`src/rtl/pipe_sched.sv`:
```
// Pipeline scheduler: load-use stalls, branch redirect, ERET and interrupt entry.
// Optional build macro PIPE_SCHED_EXT_INT_EN enables external interrupt acceptance;
// without it the external interrupt ports are present but ignored.
module pipe_sched #(
  parameter logic [15:0] INT_VECTOR   = 16'h0008,
  parameter int unsigned DRAIN_CYCLES = 3
) (
  input  logic        clk,
  input  logic        rst,
  input  logic        schi_pause_request,
  input  logic        schi_branch,
  input  logic [15:0] schi_new_pc,
  input  logic [15:0] schi_id_addr,
  input  logic        schi_int,
  input  logic [3:0]  schi_int_id,
  input  logic        schi_int_enable,
  input  logic        schi_int_disable,
  input  logic        schi_ext_int,
  input  logic [3:0]  schi_ext_int_id,
  output logic        scho_pc_stall,
  output logic        scho_ifid_stall,
  output logic        scho_ifid_flush,
  output logic        scho_idex_flush,
  output logic        scho_pc_load,
  output logic [15:0] scho_new_pc,
  output logic [15:0] scho_epc,
  output logic [7:0]  scho_cause,
  output logic        scho_int_en
);

  typedef enum logic [1:0] {StIdle, StDrain, StRedirect} state_e;

  localparam logic [2:0] DrainInit = 3'(DRAIN_CYCLES - 1);
  localparam logic [3:0] EretId    = 4'hf;

  state_e      state_q, state_d;
  logic [2:0]  cnt_q, cnt_d;
  logic [15:0] epc_q, epc_d;
  logic [7:0]  cause_q, cause_d;
  logic        int_en_q, int_en_d;

  logic is_eret, is_swint, ext_take;

  assign is_eret  = schi_int & (schi_int_id == EretId);
  assign is_swint = schi_int & (schi_int_id != EretId);

`ifdef PIPE_SCHED_EXT_INT_EN
  // External requests wait while a branch is in decode so the delay-slot pair stays together.
  assign ext_take = schi_ext_int & int_en_q & ~schi_branch;
`else
  logic unused_ext;
  assign unused_ext = ^{schi_ext_int, schi_ext_int_id};
  assign ext_take   = 1'b0;
`endif

  // Next-state and output decode; IDLE arbitrates one event per cycle by priority.
  always_comb begin
    state_d         = state_q;
    cnt_d           = cnt_q;
    epc_d           = epc_q;
    cause_d         = cause_q;
    int_en_d        = int_en_q;
    scho_pc_stall   = 1'b0;
    scho_ifid_stall = 1'b0;
    scho_ifid_flush = 1'b0;
    scho_idex_flush = 1'b0;
    scho_pc_load    = 1'b0;
    scho_new_pc     = 16'h0000;

    unique case (state_q)
      StIdle: begin
        // Enable/disable pulses; an event below that writes int_en overrides these.
        if (schi_int_enable && !schi_int_disable) begin
          int_en_d = 1'b1;
        end else if (schi_int_disable && !schi_int_enable) begin
          int_en_d = 1'b0;
        end

        if (schi_pause_request) begin
          scho_pc_stall   = 1'b1;
          scho_ifid_stall = 1'b1;
          scho_idex_flush = 1'b1;
        end else if (is_eret) begin
          scho_pc_load    = 1'b1;
          scho_new_pc     = epc_q;
          scho_ifid_flush = 1'b1;
          int_en_d        = 1'b1;
        end else if (is_swint) begin
          scho_pc_stall   = 1'b1;
          scho_ifid_stall = 1'b1;
          scho_idex_flush = 1'b1;
          // Software INT returns past itself.
          epc_d           = schi_id_addr + 16'd1;
          cause_d         = {4'h0, schi_int_id};
          int_en_d        = 1'b0;
          cnt_d           = DrainInit;
          state_d         = StDrain;
        end else if (ext_take) begin
          scho_pc_stall   = 1'b1;
          scho_ifid_stall = 1'b1;
          scho_idex_flush = 1'b1;
          // Interrupted decode instruction is re-executed on return.
          epc_d           = schi_id_addr;
          cause_d         = {1'b1, 3'b000, schi_ext_int_id};
          int_en_d        = 1'b0;
          cnt_d           = DrainInit;
          state_d         = StDrain;
        end else if (schi_branch) begin
          // No flush: the delay slot executes.
          scho_pc_load = 1'b1;
          scho_new_pc  = schi_new_pc;
        end
      end

      StDrain: begin
        scho_pc_stall   = 1'b1;
        scho_ifid_stall = 1'b1;
        scho_idex_flush = 1'b1;
        if (cnt_q == 3'd0) begin
          state_d = StRedirect;
        end else begin
          cnt_d = cnt_q - 3'd1;
        end
      end

      StRedirect: begin
        scho_pc_load    = 1'b1;
        scho_new_pc     = INT_VECTOR;
        scho_ifid_flush = 1'b1;
        scho_idex_flush = 1'b1;
        state_d         = StIdle;
      end

      default: begin
        state_d = StIdle;
      end
    endcase

    // Reset silences every combinational control regardless of state.
    if (rst) begin
      scho_pc_stall   = 1'b0;
      scho_ifid_stall = 1'b0;
      scho_ifid_flush = 1'b0;
      scho_idex_flush = 1'b0;
      scho_pc_load    = 1'b0;
      scho_new_pc     = 16'h0000;
    end
  end

  // State, drain counter and interrupt context registers with synchronous reset.
  always_ff @(posedge clk) begin
    if (rst) begin
      state_q  <= StIdle;
      cnt_q    <= 3'd0;
      epc_q    <= 16'h0000;
      cause_q  <= 8'h00;
      int_en_q <= 1'b0;
    end else begin
      state_q  <= state_d;
      cnt_q    <= cnt_d;
      epc_q    <= epc_d;
      cause_q  <= cause_d;
      int_en_q <= int_en_d;
    end
  end

  assign scho_epc    = epc_q;
  assign scho_cause  = cause_q;
  assign scho_int_en = int_en_q;

endmodule

```
`config.mk`:
```
export PLATFORM = sky130hd
export DESIGN_NAME = pipe_sched
export DESIGN_NICKNAME = d
export VERILOG_FILES = /design/src/rtl/pipe_sched.sv
export SDC_FILE = /design/constraint.sdc
export NUM_CORES = 1
export LEC_CHECK = 0
export BUFFER_PORTS_ARGS = -buffer_cell sky130_fd_sc_hd__clkbuf_2
export CORE_MARGIN = 2
export CORE_UTILIZATION = 45
export DETAILED_ROUTE_END_ITERATION = 7
export GPL_TIMING_DRIVEN = 1
export PLACE_DENSITY = 0.8
export SETUP_SLACK_MARGIN = 0.02
export SLEW_MARGIN = 20
export SYNTH_ARGS = -nofsm -noshare
export SYNTH_HDL_FRONTEND = slang
export SYNTH_SLANG_ARGS = --single-unit
```
`constraint.sdc`:
```
create_clock -name clk -period 1.8 [get_ports clk]
set_input_delay 0.09 -clock clk [delete_from_list [all_inputs] [get_ports clk]]
set_output_delay 0.09 -clock clk [all_outputs]
set_load 0.005 [all_outputs]
```
==> metrics, run 1 <==
outcome=finished clean; initial antenna violation count=0; dpl hpwl=3.63 mm; switching share of power=31.5%; wire per inst=13.5 um; Seq pwr share=45.7%; Final setup viols=0; TritonCTS clock tree=built; WP data arrival=1.89 ns; mean number of vias per cell=5.35; GPL Wtd Cong=0.831; Num CTS Buffers=3; total grt overflow=0; Die Area=4540 sq um; Nets=355; fraction of layout instances using a drive strength above 1=43.0%; Root Buffer=clkbuf_8; CTS Buffer Depth=2; most common cell after layout, fill and taps aside=clkbuf_2; ys flop type=dfxtp_1; f_max=596 MHz; worst-skew pair later-pin latency=0.27 ns; flops & latches, synth=26; num rows=23; Core Area=3940 sq um; Filler Cell Count=333; Clock Sinks=26; PD cells=611 nW/um^2; Syn Area/Cell=8.53 sq um; diode count=0; largest net degree at the start of global routing=24; Clock power frac=23.1%; ANT nets after route=0; area of the multi-input gates=1150 sq um; final hold vios=0; DP Worst Slack=0.00590 ns; Tcrit/Tclk final=93.1%; ys async rst share=0%; post-route setup slack=0.123 ns; first-pass GRT wire length=7.39 mm; Slew Viols, Final=0; Pint=993 uW; Critical Path RT=2.01 ns; Initial Util=45.9%; port buffer count=84; DR vias=1861; yosys warns=0; CTS clk-pin slew, worst paths=0.09 ns; Post-Syn Area=1810 sq um; LEAKAGE=0.00105 uW; H-tree depth=1; combinational fraction of design power=31.2%; final core occ=60.1%; Worst Path Max Fanout=4; crit path kind=reg -> reg; DR iter-0 viols=80; die span in x=67.4 um; max-capacitance violation count=0; total wire length=4.70 mm; vias in the first global route=1608; total net switching power=457 uW; Fin Clk Skew=0.00482 ns; Die H=67.4 um; Seq/Total Area, Yosys=28.8%; Worst Hold Class=in -> reg; Critical Path Source Type=register; hold slack=0.0569 ns; Crit. End Element=register; Post-Synthesis Cells=212; RSZ-0062 raised after global routing=yes; post-route minimum period=1.68 ns; First-pass DRT Iterations=4; Storage cell area=522 sq um; Area Overhead vs Synth=31.1%; EDFF count, synth=0; Yosys cell types=49; Setup TNS=0 ns; most frequent cells in the layout=84 x clkbuf_2, 41 x nor2_1, 25 x dfxtp_1; I/O pin count=94; worst vdd ir=0.000305 V; Overall Global Routing Usage=21.3%; Post-route DRC=0
routing by layer:
metal  wire, um  up-vias  GRT usage, %
li1           -      937             -
met1       2140      856          28.8
met2       2240       61          34.4
met3        249        7          3.50
met4         81        0          7.14
met5          0        -             0
timing repair:
| item | CTS | global route |
|---|---|---|
| buffers inserted | 1 | 2 |
| pin swaps | 0 | 1 |
| hold buffers | 0 | 0 |
| endpoints found under the setup margin | 18 | 17 |
| gates resized for setup | 2 | 3 |
| endpoints found under the hold margin | 0 | 0 |
worst max-delay path, stage by stage (launching register included):
cell and delay [ns]:
dfxtp_1 0.41, inv_2 0.08, ha_4 0.18, nor2b_4 0.13, buf_4 0.13, a41oi_2 0.17
or4b_1 0.44, o21ai_1 0.08
power groups by stage:
stage	Clock (uW)	Combinational, uW	Sequential [uW]
finish	335	452	663
global route	356	502	670
CTS	337	438	663
detailed placement	0	425	676
global placement	0	417	674
floorplan	0	261	672
final cells by class:
cell class                 instances  share of cell area, %
clock buffer                       3                   1.74
inverter                          13                   2.06
multi-input combinational        160                   48.4
sequential                        26                   22.0
tap                               50                   2.64
timing repair buffer              96                   23.1
path summary, 6_finish.rpt:
kind	start	to	slack, ns	cells past startpoint
worst min-delay path	schi_id_addr[0]	scho_epc[0]	0.06	2
worst max register to register	state_q[0]	cnt_q[0]	0.12	7
worst min register to register	cnt_q[0]	cnt_q[0]	0.48	2
worst max-delay path	state_q[0]	cnt_q[0]	0.12	7
cells by family (layout without fill, tap and decap cells):
family,Yosys count,in the layout,share of synthesized area (%)
xor gates and xnor gates,13,13,6.29
DFF,26,26,28.8
AOI/OAI and AO/OA,58,58,27.2
adders and majority gates,7,7,4.84
buffers and inverters,29,112,9.06
muxes,1,1,0.553
and+or+nand+nor,77,77,23.1
other,1,4,0.207
cell usage after synthesis (all sizes together), types with 2 or more instances:
cell type   n  area share (%)
nor2       43             9.5
dfxtp      26              29
a211oi     16             9.1
a22oi      16             6.6
inv        13             2.7
buf        12             5.5
xnor2      10             4.8
ha          7             4.8
nand2       6             1.2
nor3        6             1.7
a21oi       5             1.4
nand3       5             1.4
nand4       5             3.2
o221a       5             3.1
clkbuf      4            0.83
nor4        3             1.7
o21ai       3            0.83
xor2        3             1.5
nand3b      2             1.0
nor2b       2             1.1
o21a        2            0.83
o31ai       2            0.83
through the flow:
stage | cells | cell area, sq um | power (uW)
floorplan | 215 | 1820 | 932
global placement | 342 | 2280 | 1090
detailed placement | 342 | 2280 | 1100
CTS | 346 | 2340 | 1440
global route | 348 | 2370 | 1530
finish | 348 | 2370 | 1450
sequential cells by signal, summed over array words and instances (netlist names):
signal,count
scho_cause,4
state_q,2
cnt_q,3
scho_int_en,1
scho_epc,16
(Power assumes the default switching activity.)
==> run 2, diff against run 1 <==
--- a/config.mk
+++ b/config.mk
@@ -6,8 +6,10 @@
 export NUM_CORES = 1
 export LEC_CHECK = 0
 export BUFFER_PORTS_ARGS = -buffer_cell sky130_fd_sc_hd__clkbuf_2
+export CORE_ASPECT_RATIO = 1.4
 export CORE_MARGIN = 2
 export CORE_UTILIZATION = 45
+export CTS_BUF_LIST = sky130_fd_sc_hd__clkbuf_16
 export DETAILED_ROUTE_END_ITERATION = 7
 export GPL_TIMING_DRIVEN = 1
 export PLACE_DENSITY = 0.8
==> run 2 against run 1 <==
  * Clock skew down 0.0025 ns
  * Clock power up 43%
  * Die area up 0.17%
  * Largest cell class unchanged
  * Critical path depth unchanged
  * Sequential power about the same
  * Clock-buffer cell count unchanged
  * Global-route usage down 0.95 points
  * Critical endpoint is now scho_new_pc[10]
  * Sequential share of layout area about the same
  * First-iteration DRC count down 25%
  * Register-to-register slack better by 0.07 ns
==> metrics, run 2 (synthesis gave the netlist of run 1 again) <==
outcome=finished clean (unchanged); Nets=352 (was 355); port buffer count=84 (unchanged); diode count=0 (unchanged); f_max=599 MHz (was 596 MHz); largest net degree at the start of global routing=30 (was 24); wire per inst=13.5 um (about the same); most common cell after layout, fill and taps aside=clkbuf_2 (unchanged); total wire length=4.55 mm (was 4.70 mm); max-capacitance violation count=0 (unchanged); WP data arrival=1.58 ns (was 1.89 ns); Die Area=4550 sq um (was 4540 sq um); GPL Wtd Cong=0.827 (was 0.831); PD cells=667 nW/um^2 (was 611 nW/um^2); dpl hpwl=3.74 mm (was 3.63 mm); mean number of vias per cell=5.47 (was 5.35); TritonCTS clock tree=built (unchanged); Area Overhead vs Synth=30.7% (was 31.1%); CTS clk-pin slew, worst paths=0.06 ns (was 0.09 ns); Tcrit/Tclk final=92.7% (was 93.1%); Storage cell area=520 sq um (was 522 sq um); Clock Sinks=26 (unchanged); Core Area=3880 sq um (was 3940 sq um); CTS Buffer Depth=2 (unchanged); most frequent cells in the layout=84 x clkbuf_2, 41 x nor2_1, 26 x dfxtp_1 (was 84 x clkbuf_2, 41 x nor2_1, 25 x dfxtp_1); ANT nets after route=0 (unchanged); crit-path max cell delay=0.34 ns (was 0.44 ns); Fin Clk Skew=0.00235 ns (was 0.00482 ns); worst vdd ir=0.000421 V (was 0.000305 V); Slew Viols, Final=0 (unchanged); DR iter-0 viols=60 (was 80); Critical Path RT=1.71 ns (was 2.01 ns); first-pass GRT wire length=7.56 mm (was 7.39 mm); hold slack=0.0925 ns (was 0.0569 ns); Die H=79.0 um (was 67.4 um); I/O pin count=94 (unchanged); worst-skew pair later-pin latency=0.25 ns (was 0.27 ns); die span in x=57.6 um (was 67.4 um); Total Power=1580 uW (was 1450 uW); max reg flops=16 (unchanged); Worst Hold Class=in -> reg (unchanged); Post-route DRC=0 (unchanged); initial antenna violation count=0 (unchanged); Crit. End Element=output pin (was register); First-pass DRT Iterations=4 (unchanged); RSZ-0062 raised after global routing=no (was yes); Initial Util=46.6% (was 45.9%); Setup TNS=0 ns (unchanged); Filler Cell Count=358 (was 333); total grt overflow=0 (unchanged); slowest CP cell=dfxtp_1 (was or4b_1); fraction of layout instances using a drive strength above 1=42.4% (was 43.0%); Worst Path Max Fanout=15 (was 4); post-route minimum period=1.67 ns (was 1.68 ns); crit path cell chain=inv_2, ha_4, nor2b_4, nand2_1, buf_6, nor2_1, clkbuf_2 (was inv_2, ha_4, nor2b_4, buf_4, a41oi_2, or4b_1, o21ai_1); Overall Global Routing Usage=20.4% (was 21.3%); DR vias=1848 (was 1861); LEAKAGE=0.00105 uW (about the same); crit path kind=reg -> out (was reg -> reg); vias in the first global route=1711 (was 1608); H-tree depth=1 (unchanged); Final setup viols=0 (unchanged); Root Buffer=clkbuf_16 (was clkbuf_8); area of the multi-input gates=1160 sq um (was 1150 sq um); final hold vios=0 (unchanged); Critical Path Source Type=register (unchanged); Num CTS Buffers=3 (unchanged); final core occ=60.9% (was 60.1%); num rows=27 (was 23)
run 2: worst paths after layout:
kind / cells past startpoint / endpoint / start / slack (ns)
worst max register to register: 6 / cnt_q[0] / state_q[0] / 0.19
worst min register to register: 1 / cnt_q[1] / cnt_q[1] / 0.47
worst max-delay path: 7 / scho_new_pc[10] / state_q[1] / 0.13
worst min-delay path: 2 / scho_epc[0] / schi_id_addr[0] / 0.09
run 2: final cells by class:
| type | count | share of cell area, % |
|---|---|---|
| clock buffer | 3 | 3.17 |
| inverter | 13 | 2.06 |
| multi-input combinational | 160 | 49.2 |
| sequential | 26 | 22.0 |
| tap | 43 | 2.28 |
| timing repair buffer | 93 | 21.3 |
run 2: critical path, delay by kind of cell, from the launching register on:
family                   cells  cell delay (ns)
buffers and inverters        3             0.40
adder cells (fa/ha/maj)      1             0.16
flip-flops                   1             0.34
AND/OR/NAND/NOR              3             0.42
run 2: repair_timing:
item,CTS,global route
pin swaps,0,0
cloned,0,0
endpoints found under the hold margin,0,0
endpoints found under the setup margin,1,16
hold buffers,0,0
buffers inserted,0,1
gates resized for setup,1,6
run 2: where the power goes:
part	switching (uW)	leakage [uW]	internal, uW
Sequential	36.9	0.000214	625
Combinational	231	0.000795	204
Clock	186	0.0000370	294
run 2: stage by stage:
step,std cells,instance area [sq um],setup WS [ns]
5_1_grt,338,2360,0.0174
6_report,338,2360,0.132
3_5_place_dp,334,2250,0.0919
4_1_cts,337,2330,0.0551
2_1_floorplan,215,1820,0.154
3_3_place_gp,334,2250,0.150
run 2: routing by layer:
layer,share of wire [%],GRT usage [%],vias up
li1,-,-,931
met1,39,23.3,844
met2,54,38.6,67
met3,6.3,3.09,6
met4,0.70,4.42,0
met5,0,0,-
==> run 3, diff against run 2 <==
--- a/config.mk
+++ b/config.mk
@@ -11,7 +11,7 @@
 export CORE_UTILIZATION = 45
 export CTS_BUF_LIST = sky130_fd_sc_hd__clkbuf_16
 export DETAILED_ROUTE_END_ITERATION = 7
-export GPL_TIMING_DRIVEN = 1
+export GPL_TIMING_DRIVEN = 0
 export PLACE_DENSITY = 0.8
 export SETUP_SLACK_MARGIN = 0.02
 export SLEW_MARGIN = 20
==> run 3 against run 2 <==
  * Global-route usage grew 1.7 points
  * Sequential cell count did not move
  * Critical path type unchanged
  * Maximum frequency shrank 4.0%
==> metrics, run 3 (synthesis gave the netlist of run 1 again) <==
Tcrit/Tclk final=96.6% (was 92.7%); final hold vios=0 (unchanged); Core Area=3880 sq um (unchanged); Overall Global Routing Usage=22.1% (was 20.4%); max-capacitance violation count=0 (unchanged); crit-path max cell delay=0.36 ns (was 0.34 ns); Worst Path Max Fanout=8 (was 15); f_max=575 MHz (was 599 MHz); die span in x=57.6 um (unchanged); max reg flops=16 (unchanged); switching share of power=29.6% (was 28.8%); DR iter-0 viols=92 (was 60); outcome=finished clean (unchanged); Clock power frac=29.9% (was 30.4%); Placed Instances=341 (was 334); Pint=1150 uW (was 1120 uW); Nets=365 (was 352); num rows=27 (unchanged); DR vias=1955 (was 1848); crit path cell chain=inv_4, ha_4, buf_6, nor2b_4, nand2_4, clkbuf_8, nor2_1, clkbuf_2 (was inv_2, ha_4, nor2b_4, nand2_1, buf_6, nor2_1, clkbuf_2); diode count=0 (unchanged); Slew Viols, Final=0 (unchanged); most common cell after layout, fill and taps aside=clkbuf_2 (unchanged); CTS clk-pin slew, worst paths=0.06 ns (about the same); mean number of vias per cell=5.57 (was 5.47); Non-Filler Instances=351 (was 338); post-route minimum period=1.74 ns (was 1.67 ns); total grt overflow=0 (unchanged); GPL Wtd Cong=0.814 (was 0.827); PD cells=661 nW/um^2 (was 667 nW/um^2); vias in the first global route=1747 (was 1711); port buffer count=83 (was 84); dpl hpwl=4.03 mm (was 3.74 mm); initial antenna violation count=0 (unchanged); Setup TNS=0 ns (unchanged); hold slack=0.0787 ns (was 0.0925 ns); Total Power=1630 uW (was 1580 uW); Filler Cell Count=350 (was 358); slowest CP cell=dfxtp_4 (was dfxtp_1); total wire length=5.21 mm (was 4.55 mm); fraction of layout instances using a drive strength above 1=44.8% (was 42.4%); first-pass GRT wire length=7.98 mm (was 7.56 mm); Post-route DRC=0 (unchanged); worst vdd ir=0.000419 V (was 0.000421 V); H-tree depth=1 (unchanged); largest net degree at the start of global routing=14 (was 30); Initial Util=46.6% (unchanged); Worst Tran Pin Value=0.590 ns; Die H=79.0 um (unchanged); placed instance area=2290 sq um (was 2250 sq um); I/O pin count=94 (unchanged); slew margin rel.=60.7%; Num CTS Buffers=3 (unchanged); First-pass DRT Iterations=5 (was 4); WP data arrival=1.65 ns (was 1.58 ns); Worst Hold Class=in -> reg (unchanged); combinational fraction of design power=29.3% (was 27.6%); Clock Sinks=26 (unchanged); Seq pwr share=40.7% (was 42.0%); Critical Path Source Type=register (unchanged); Crit. End Element=output pin (unchanged); Final setup viols=0 (unchanged); Fin Clk Skew=0.00197 ns (was 0.00235 ns); design area=2460 sq um (was 2360 sq um); Critical Path RT=1.71 ns (about the same); Root Buffer=clkbuf_16 (unchanged); LEAKAGE=0.00111 uW (was 0.00105 uW); Bufs and invs on worst path=4 (was 3); Die Area=4550 sq um (unchanged); ANT nets after route=0 (unchanged); CTS Buffer Depth=2 (unchanged); total net switching power=482 uW (was 455 uW); most frequent cells in the layout=82 x clkbuf_2, 40 x nor2_1, 24 x dfxtp_1 (was 84 x clkbuf_2, 41 x nor2_1, 26 x dfxtp_1); CP top delay family=buffers and inverters (was simple AND/OR/NAND/NOR gates); Area Overhead vs Synth=36.2% (was 30.7%); RSZ-0062 raised after global routing=no (unchanged); worst-skew pair later-pin latency=0.26 ns (was 0.25 ns); TritonCTS clock tree=built (unchanged); crit path kind=reg -> out (unchanged); wire per inst=14.8 um (was 13.5 um)
run 3: changes by cell type in the layout (fill, tap and decap cells not counted), sizes merged:
cell	delta
buf	+11
clkbuf	+2
run 3: power groups by stage:
| stage | registers, uW | logic [uW] | clock network, uW |
|---|---|---|---|
| 4_1_cts | 663 | 455 | 497 |
| 3_3_place_gp | 674 | 424 | 0 |
| 6_report | 664 | 478 | 488 |
| 5_1_grt | 670 | 523 | 526 |
| 2_1_floorplan | 672 | 261 | 0 |
| 3_5_place_dp | 675 | 434 | 0 |
run 3: repair_timing:
item / 4_1_cts / 5_1_grt
cloned: 1 / 0
pin swaps: 1 / 2
hold buffers: 0 / 0
setup endpoints to repair: 13 / 14
gates resized for setup: 9 / 10
buffers inserted: 2 / 4
run 3: cell type report:
type | count | area (sq um) | area share (%)
Multi-Input combinational cell | 160 | 1160 | 47.0
Buffer | 16 | 125 | 5.08
Sequential cell | 26 | 526 | 21.3
Clock buffer | 3 | 75.1 | 3.05
Inverter | 13 | 53.8 | 2.18
Tap cell | 43 | 53.8 | 2.18
Timing Repair Buffer | 90 | 472 | 19.1
run 3: path summary, 6_finish.rpt:
| check | start | end | slack, ns | depth (start not counted) |
|---|---|---|---|---|
| max reg2reg | state_q[1] | cnt_q[0] | 0.10 | 7 |
| max | state_q[0] | scho_new_pc[8] | 0.06 | 8 |
| min reg2reg | cnt_q[0] | cnt_q[0] | 0.47 | 2 |
| min | rst | scho_epc[15] | 0.08 | 2 |
run 3: per-layer routing:
layer	wire [um]	global-route usage [%]
met4	92	6.74
met5	0	0
met3	358	2.93
met1	2000	24.2
met2	2760	42.5
run 3: stage by stage:
stage / worst slack, ns / util (%)
2_1_floorplan: 0.154 / -
3_5_place_dp: -0.0922 / 58.9
5_1_grt: 0.0137 / 63.4
3_3_place_gp: -0.0511 / 58.9
6_report: 0.0620 / 63.4
4_1_cts: 0.0425 / 62.0
